## config.mk

```make
export PLATFORM = sky130hd
export DESIGN_NAME = reaction_timer
export DESIGN_NICKNAME = d
export VERILOG_FILES = /design/src/rtl/reaction_timer.sv
export SDC_FILE = /design/constraint.sdc
export NUM_CORES = 1
export LEC_CHECK = 0
export BUFFER_PORTS_ARGS = -buffer_cell sky130_fd_sc_hd__buf_2
export CORE_MARGIN = 3
export CORE_UTILIZATION = 30
export CTS_CLUSTER_DIAMETER = 100
export DETAILED_ROUTE_END_ITERATION = 12
export SLEW_MARGIN = 20
export SYNTH_ARGS = -nofsm -noshare
export SYNTH_HDL_FRONTEND = slang
export SYNTH_SLANG_ARGS = --single-unit
```

## constraint.sdc

```tcl
create_clock -name clk -period 2.7 [get_ports clk]
set_clock_uncertainty 0.15 [all_clocks]
set_input_delay 0.27 -clock clk [delete_from_list [all_inputs] [get_ports clk]]
set_output_delay 0.27 -clock clk [all_outputs]
set_load 0.02 [all_outputs]
```

## src/rtl/reaction_timer.sv

```systemverilog
// Reaction-time measurement stage: waits a (pseudo-)random number of
// timebase units before lighting the go lamp, then counts units in BCD
// until the player reacts. Early presses and 9999 saturation are flagged.
module reaction_timer #(
    parameter int unsigned MIN_WAIT  = 1000,
    parameter bit          RANDOM_EN = 1'b1,
    parameter logic [15:0] LFSR_SEED = 16'hACE1
) (
    input  logic        clk,
    input  logic        rst_n,
    input  logic        tick_in,
    input  logic        start,
    input  logic        react,
    output logic        led_go,
    output logic        busy,
    output logic        done,
    output logic        early,
    output logic        overflow,
    output logic [15:0] time_bcd
);

    typedef enum logic [1:0] {IDLE, WAIT, RUN, HOLD} state_t;

    localparam logic [11:0] MIN_WAIT_W = 12'(MIN_WAIT);

    state_t      state, state_d;
    logic        tick_q;
    logic        unit;
    logic [15:0] lfsr;
    logic [11:0] wait_cnt, wait_cnt_d;
    logic [11:0] delay_load;
    logic        led_go_d, busy_d, done_d, early_d, overflow_d;
    logic [15:0] time_bcd_d;
    logic [15:0] bcd_inc;
    logic        carry;

    // A time unit is a rising edge of the prescaler square wave.
    assign unit = tick_in & ~tick_q;

    // Go-delay loaded at start: fixed part plus optional random part.
    assign delay_load = MIN_WAIT_W + (RANDOM_EN ? {1'b0, lfsr[10:0]} : 12'd0);

    // Remember the previous timebase level for edge detection.
    always_ff @(posedge clk or negedge rst_n) begin
        if (!rst_n) tick_q <= 1'b0;
        else        tick_q <= tick_in;
    end

    // Free-running Fibonacci LFSR, x^16+x^14+x^13+x^11+1, shifts every cycle.
    always_ff @(posedge clk or negedge rst_n) begin
        if (!rst_n) lfsr <= LFSR_SEED;
        else        lfsr <= {lfsr[14:0], lfsr[15] ^ lfsr[13] ^ lfsr[12] ^ lfsr[10]};
    end

    // Four-digit BCD increment with ripple carry between digits.
    always_comb begin
        bcd_inc = time_bcd;
        carry   = 1'b1;
        for (int i = 0; i < 4; i++) begin
            if (carry) begin
                if (time_bcd[i*4 +: 4] == 4'd9) begin
                    bcd_inc[i*4 +: 4] = 4'd0;
                    carry             = 1'b1;
                end else begin
                    bcd_inc[i*4 +: 4] = time_bcd[i*4 +: 4] + 4'd1;
                    carry             = 1'b0;
                end
            end
        end
    end

    // Next-state and next-output logic for the round sequencer.
    always_comb begin
        state_d    = state;
        wait_cnt_d = wait_cnt;
        led_go_d   = led_go;
        done_d     = 1'b0;
        early_d    = early;
        overflow_d = overflow;
        time_bcd_d = time_bcd;
        case (state)
            IDLE, HOLD: begin
                if (start) begin
                    wait_cnt_d = delay_load;
                    time_bcd_d = 16'h0000;
                    early_d    = 1'b0;
                    overflow_d = 1'b0;
                    led_go_d   = 1'b0;
                    state_d    = WAIT;
                end
            end
            WAIT: begin
                if (react) begin
                    early_d = 1'b1;
                    done_d  = 1'b1;
                    state_d = HOLD;
                end else if (unit) begin
                    if (wait_cnt == 12'd1) begin
                        led_go_d = 1'b1;
                        state_d  = RUN;
                    end else begin
                        wait_cnt_d = wait_cnt - 12'd1;
                    end
                end
            end
            RUN: begin
                if (react) begin
                    led_go_d = 1'b0;
                    done_d   = 1'b1;
                    state_d  = HOLD;
                end else if (unit) begin
                    if (time_bcd == 16'h9999) begin
                        overflow_d = 1'b1;
                        led_go_d   = 1'b0;
                        done_d     = 1'b1;
                        state_d    = HOLD;
                    end else begin
                        time_bcd_d = bcd_inc;
                    end
                end
            end
            default: state_d = IDLE;
        endcase
        busy_d = (state_d == WAIT) || (state_d == RUN);
    end

    // State register and registered outputs.
    always_ff @(posedge clk or negedge rst_n) begin
        if (!rst_n) begin
            state    <= IDLE;
            wait_cnt <= 12'd0;
            led_go   <= 1'b0;
            busy     <= 1'b0;
            done     <= 1'b0;
            early    <= 1'b0;
            overflow <= 1'b0;
            time_bcd <= 16'h0000;
        end else begin
            state    <= state_d;
            wait_cnt <= wait_cnt_d;
            led_go   <= led_go_d;
            busy     <= busy_d;
            done     <= done_d;
            early    <= early_d;
            overflow <= overflow_d;
            time_bcd <= time_bcd_d;
        end
    end

endmodule
```

==> results.md, run 1 <==
* Gr usage total at 0.126
* Min-delay worst type: in -> reg
* WP data arrival at 2.47 ns
* Switch share at 0.383
* Combinational power share at 0.386
* WHS Path Cells at 3
* Highest Clock Rate at 0.416 GHz
* Sw Pwr at 980 uW
* CP max stage delay at 0.67 ns
* CTS Root Cell: clkbuf_8
* Largest cells by area after synthesis: dfrtp_1 41%, dfstp_2 7.7%, ha_1 6.0%, o21ai_0 5.2%, nand2_1 3.3%
* GRT overflow at 0
* Setup crit end kind: flop
* Most common cell after layout, fill and taps aside: dfrtp_1
* Synth Net Count at 295
* Pint at 1.58 mW
* Initial core utilization at 0.310
* Nets@finish at 329
* Insertion delay to the later sink of the worst-skew pair at 0.30 ns
* Area leader, netlist: dfrtp_1
* Gate Count Post-Synth at 277
* Final RePlAce weighted congestion at 0.868
* Max VDD drop at 0.258 mV
* H-tree depth at 2
* # port buffers at 25
* IO Pins at 26
* RSZ-0062 raised after global routing: false
* Worst slew pin tran at 0.665 ns
* Clock power share at 0.210
* Slew Limit Headroom at 0.557
* Router iterations before antenna repair at 4
* Initial DRC count at 97
* Most used cell, CP: o21ai_0
* CP max-delay cell: or4_1
* Drt total wl at 5800 um
* ANT cells at 0
* Fraction of layout cells with a size suffix above 1 at 0.179
* Slew Viols, Final at 0
* Period utilization at 0.889
* Vias in the first global route at 2097
* Vias per inst at 5.09
* Fill count at 904
* Synth unique cells at 46
* Antenna viol nets, final at 0
* Worst r2r path cells at 7
* Async set-reset flop share out of synthesis at 1.00
* Worst Path Class, Setup: reg -> reg
* Outcome: finished clean
* Core area at 0.00876 mm^2
* Sequential-to-total area share from yosys stat at 0.483
* CTS buffer count at 5
* Via count at 2139
* Yosys Warn Count at 0
* Die area at 0.0102 mm^2
* Row Count at 34
* Yosys reg bits at 52
* Die height at 101 um
* Initial antenna violation count at 0
* WHS at 0.140 ns
* WL/cell at 13.8 um
* Post-Syn Area at 0.00271 mm^2
* Critical path cell sequence: inv_1 > ha_1 > nand3b_1 > or4_1 > o21ai_0 > o21ai_0 > o31ai_1
* # Post-CTS Setup Buffers at 0
* Clock-pin slew on the worst setup and hold paths at 0.10 ns
* Max-cap violations at 0
* DP Wirelength at 4110 um
* Setup TNS at 0 ns
* Seq pwr share at 0.404
* First-pass GRT wire length at 10400 um
* Crit-path max FO at 6
* CTS max path bufs at 2
* Pwr dens at 815 mW/mm^2
* Ys flop type: dfrtp_1
* Die W at 101 um
* Yosys top cell area share at 0.406
* Cts repair resizes at 0
* Hold buffers post-CTS at 2
* Syn avg cell area at 9.80 um^2
* CTS tree: built
* Tmin final at 2.40 ns
* EDFF count, synth at 0
* Most frequent cells in the layout: 44 x dfrtp_1, 28 x o21ai_0, 25 x buf_2
* Finish-stage setup viols at 0
* Pleak at 1.40 nW
* Largest net degree at the start of global routing at 53
* Final hold viol count at 0
* Critical path startpoint category: flop
* Clock Sinks at 52
* Post-route DRC at 0
* Worst Path Required at 2.77 ns
* Syn-to-layout area delta at 15.7%
## power by group through the flow
stage                     Combinational, mW  Sequential (mW)  Clock [mW]
final                                 0.989             1.03       0.537
after floorplan                       0.683             1.06           0
after global placement                0.969             1.04           0
after global routing                   1.13             1.06       0.592
after detailed placement              0.989             1.05           0
after CTS                             0.996             1.03       0.562
## stage by stage
stage	setup WS [ns]	cells	total power [mW]	instance area, um^2	utilization
after global placement	0.340	410	2.01	3010	0.344
after floorplan	0.238	277	1.74	2710	-
after global routing	0.109	420	2.78	3140	0.358
final	0.299	420	2.56	3140	0.358
after detailed placement	0.312	410	2.04	3010	0.344
after CTS	0.292	420	2.59	3140	0.358
## path summary, 6_finish.rpt
path	start	to	slack (ns)
worst min-delay path	react	done	0.14
max in group asynchronous	rst_n	time_bcd[2]	1.49
worst max-delay path	time_bcd[5]	time_bcd[3]	0.30
worst min register to register	lfsr[14]	lfsr[15]	0.21
worst max register to register	time_bcd[5]	time_bcd[3]	0.30
min in group asynchronous	rst_n	wait_cnt[1]	0.45
## cells in the mapped netlist, types with 4 or more instances
library cell,n
a21oi_1,17
a31oi_1,4
inv_1,14
nand2_1,24
nand2b_1,6
nor2_1,19
nand3_1,8
xor2_1,4
dfstp_2,8
o22a_1,9
xnor2_1,6
clkbuf_1,10
o21ai_0,28
nand3b_1,5
ha_1,13
o31ai_1,9
and3_1,4
dfrtp_1,44
nor3_1,4
## routing by layer
layer / wire, um / vias to the layer above / part of all wire / GRT usage
met5: 0 / - / 0 / 0
met4: 65 / 0 / 0.011 / 0.0368
met3: 199 / 4 / 0.034 / 0.0284
met2: 2620 / 26 / 0.45 / 0.195
met1: 2910 / 1039 / 0.50 / 0.176
li1: - / 1070 / - / -
## final cells by class
type / instances / area (um^2) / share of cell area
well taps: 108 / 135 / 0.0430
flip-flops and latches: 52 / 1310 / 0.418
multi-input cells: 201 / 1310 / 0.418
clock inverters: 2 / 35.0 / 0.0112
inverters: 14 / 52.6 / 0.0167
clock buffers: 6 / 72.6 / 0.0231
repair buffers: 37 / 220 / 0.0701
## sequential cells by signal (all words and copies together) (netlist names)
signal    cells
busy          1
state         2
wait_cnt     12
time_bcd     16
early         1
tick_q        1
lfsr         16
overflow      1
led_go        1
done          1
## critical path: cells and delay by family (launching register included)
kind | cells | cell delay (ns)
and+or+nand+nor | 2 | 0.86
buffers and inverters | 1 | 0.07
AOI/OAI and AO/OA | 3 | 0.68
DFF | 1 | 0.43
adders and majority gates | 1 | 0.13
## cell families (layout without fill, tap and decap cells)
logic type | after synthesis | count (layout) | share of synthesized area
AND/OR/NAND/NOR | 95 | 95 | 0.189
buffers and inverters | 24 | 59 | 0.0332
AO/OA/AOI/OAI | 82 | 82 | 0.199
flip-flops | 52 | 52 | 0.483
multiplexers | 1 | 1 | 0.00369
adder cells (fa/ha/maj) | 13 | 13 | 0.0599
XOR/XNOR | 10 | 10 | 0.0323
No activity file was read; power rests on OpenSTA's default activity.
==> run 2, diff against run 1 <==
--- a/config.mk
+++ b/config.mk
@@ -6,10 +6,13 @@
 export NUM_CORES = 1
 export LEC_CHECK = 0
 export BUFFER_PORTS_ARGS = -buffer_cell sky130_fd_sc_hd__buf_2
+export CELL_PAD_IN_SITES_DETAIL_PLACEMENT = 1
+export CELL_PAD_IN_SITES_GLOBAL_PLACEMENT = 1
 export CORE_MARGIN = 3
 export CORE_UTILIZATION = 30
 export CTS_CLUSTER_DIAMETER = 100
 export DETAILED_ROUTE_END_ITERATION = 12
+export PLACE_DENSITY_LB_ADDON = 0.1
 export SLEW_MARGIN = 20
 export SYNTH_ARGS = -nofsm -noshare
 export SYNTH_HDL_FRONTEND = slang
==> constraint.sdc (replaced) <==
create_clock -name clk -period 2.7 [get_ports clk]
set_clock_uncertainty 0.15 [all_clocks]
set_input_delay 0.54 -clock clk [delete_from_list [all_inputs] [get_ports clk]]
set_output_delay 0.54 -clock clk [all_outputs]
set_load 0.02 [all_outputs]
==> run 2 against run 1 <==
Net effect:
- routed wire length rose by 12%
- critical endpoint is now busy
- combinational power barely moved
- critical path type unchanged
- largest cell class unchanged
- sequential power hardly changed
- global-route usage rose by 1.1 points
==> results.md, run 2 (synthesis results as in run 1) <==
* CTS Root Cell: clkbuf_8
* Fill count at 1031
* Nets@finish at 330
* Period utilization at 0.868
* Router iterations before antenna repair at 4
* Regs by FF count: lfsr x16, time_bcd x16, wait_cnt x12
* Fraction of layout cells with a size suffix above 1 at 0.192
* Setup TNS at 0 ns
* Clock-pin slew on the worst setup and hold paths at 0.11 ns
* First-pass GRT wire length at 11200 um
* Row Count at 34
* Die W at 101 um
* Max VDD drop at 0.286 mV
* Vias per inst at 5.13
* Slew Viols, Final at 0
* H-tree depth at 2
* Drt total wl at 6510 um
* GRT overflow at 0
* DP Wirelength at 4730 um
* CTS max path bufs at 2
* Most common cell after layout, fill and taps aside: dfrtp_1
* Final hold viol count at 0
* # Post-CTS Setup Buffers at 0
* Crit-path max FO at 6
* Setup slack after placement at 0.282 ns
* Clock Sinks at 52
* Via count at 2161
* Min-delay worst type: in -> async
* Placed insts at 413
* Critical path startpoint category: flop
* Worst Path Required at 2.79 ns
* Max-cap violations at 0
* CTS buffer count at 5
* Highest Clock Rate at 0.427 GHz
* Initial DRC count at 46
* Worst Path Class, Setup: reg -> reg
* Initial antenna violation count at 0
* Slew Limit Headroom at 0.551
* Cts repair resizes at 0
* Insertion delay to the later sink of the worst-skew pair at 0.32 ns
* Final RePlAce weighted congestion at 0.728
* Tmin final at 2.34 ns
* Post-route DRC at 0
* Met3 WL at 157 um
* IO Pins at 26
* Setup crit end kind: flop
* Finished Layout Cells at 421
* ANT cells at 0
* Pwr dens at 811 mW/mm^2
* Hold buffers post-CTS at 0
* # port buffers at 25
* Most frequent cells in the layout: 44 x dfrtp_1, 28 x o21ai_0, 25 x buf_2
* Wire length on met1 at 3210 um
* Initial core utilization at 0.310
* Outcome: finished clean
* Gr usage total at 0.137
* Die height at 101 um
* WL/cell at 15.5 um
* Die area at 0.0102 mm^2
* Syn-to-layout area delta at 15.3%
* RSZ-0062 raised after global routing: false
* Met2 Wirelength at 3080 um
* Largest net degree at the start of global routing at 53
* Top Metal Used: met4
* WP data arrival at 2.44 ns
* Dpl cell area at 0.00303 mm^2
* Final Cell Area at 0.00313 mm^2
* Vias in the first global route at 2192
* Antenna viol nets, final at 0
* Core area at 0.00876 mm^2
* Finish-stage setup viols at 0
* Worst slew pin tran at 0.674 ns
* Final worst setup slack at 0.356 ns
* WHS at 0.173 ns
* Pleak at 1.39 nW
* CTS tree: built
==> run 2: changes by cell type in the layout (fill, tap and decap cells not counted), sizes merged <==
cell,before,now
inv,14,16
clkinvlp,0,1
bufinv,1,0
clkbuf,6,5
buf,35,38
dlygate4sd3,2,0
clkinv,1,0
==> run 2: power by group <==
| part | switching, mW | internal (mW) |
|---|---|---|
| combinational | 0.618 | 0.403 |
| sequential | 0.125 | 0.909 |
| clock | 0.291 | 0.190 |
==> run 2: layer usage <==
layer  vias up  global-route usage
met5         -                   0
met4         0              0.0337
met3         5              0.0318
met2        18               0.219
met1      1066               0.188
li1       1072                   -
==> run 2: stage by stage <==
step / power [mW] / utilization
3_5_place_dp: 2.09 / 0.346
6_report: 2.54 / 0.357
2_1_floorplan: 1.74 / -
4_1_cts: 2.59 / 0.357
5_1_grt: 2.77 / 0.357
3_3_place_gp: 2.06 / 0.346
==> run 2: layout make-up <==
cell class                 instances  area [um^2]  area share
multi-input combinational        201         1310       0.420
sequential                        52         1310       0.419
timing repair buffer              38          223      0.0712
tap                              108          135      0.0432
clock buffer                       5         68.8      0.0220
inverter                          14         52.6      0.0168
clock inverter                     3         25.0     0.00800
==> run 2: worst paths after layout <==
path                             start     endpoint  slack [ns]  depth (start not counted)
min in group clk              lfsr[14]     lfsr[15]        0.21                          0
max in group asynchronous        rst_n     state[0]        1.76                          2
max reg2reg                time_bcd[5]         busy        0.36                          7
min                              rst_n  wait_cnt[9]        0.17                          2
min reg2reg                   lfsr[14]     lfsr[15]        0.21                          0
max                        time_bcd[5]         busy        0.36                          7
==> run 2: worst max-delay path, stage by stage (launching register included) <==
cell and delay (ns):
dfrtp_1 0.43, inv_1 0.08, ha_1 0.13, nand3b_1 0.18, or4_1 0.66, o31ai_1 0.28, a22o_1 0.21, xor2_1 0.15
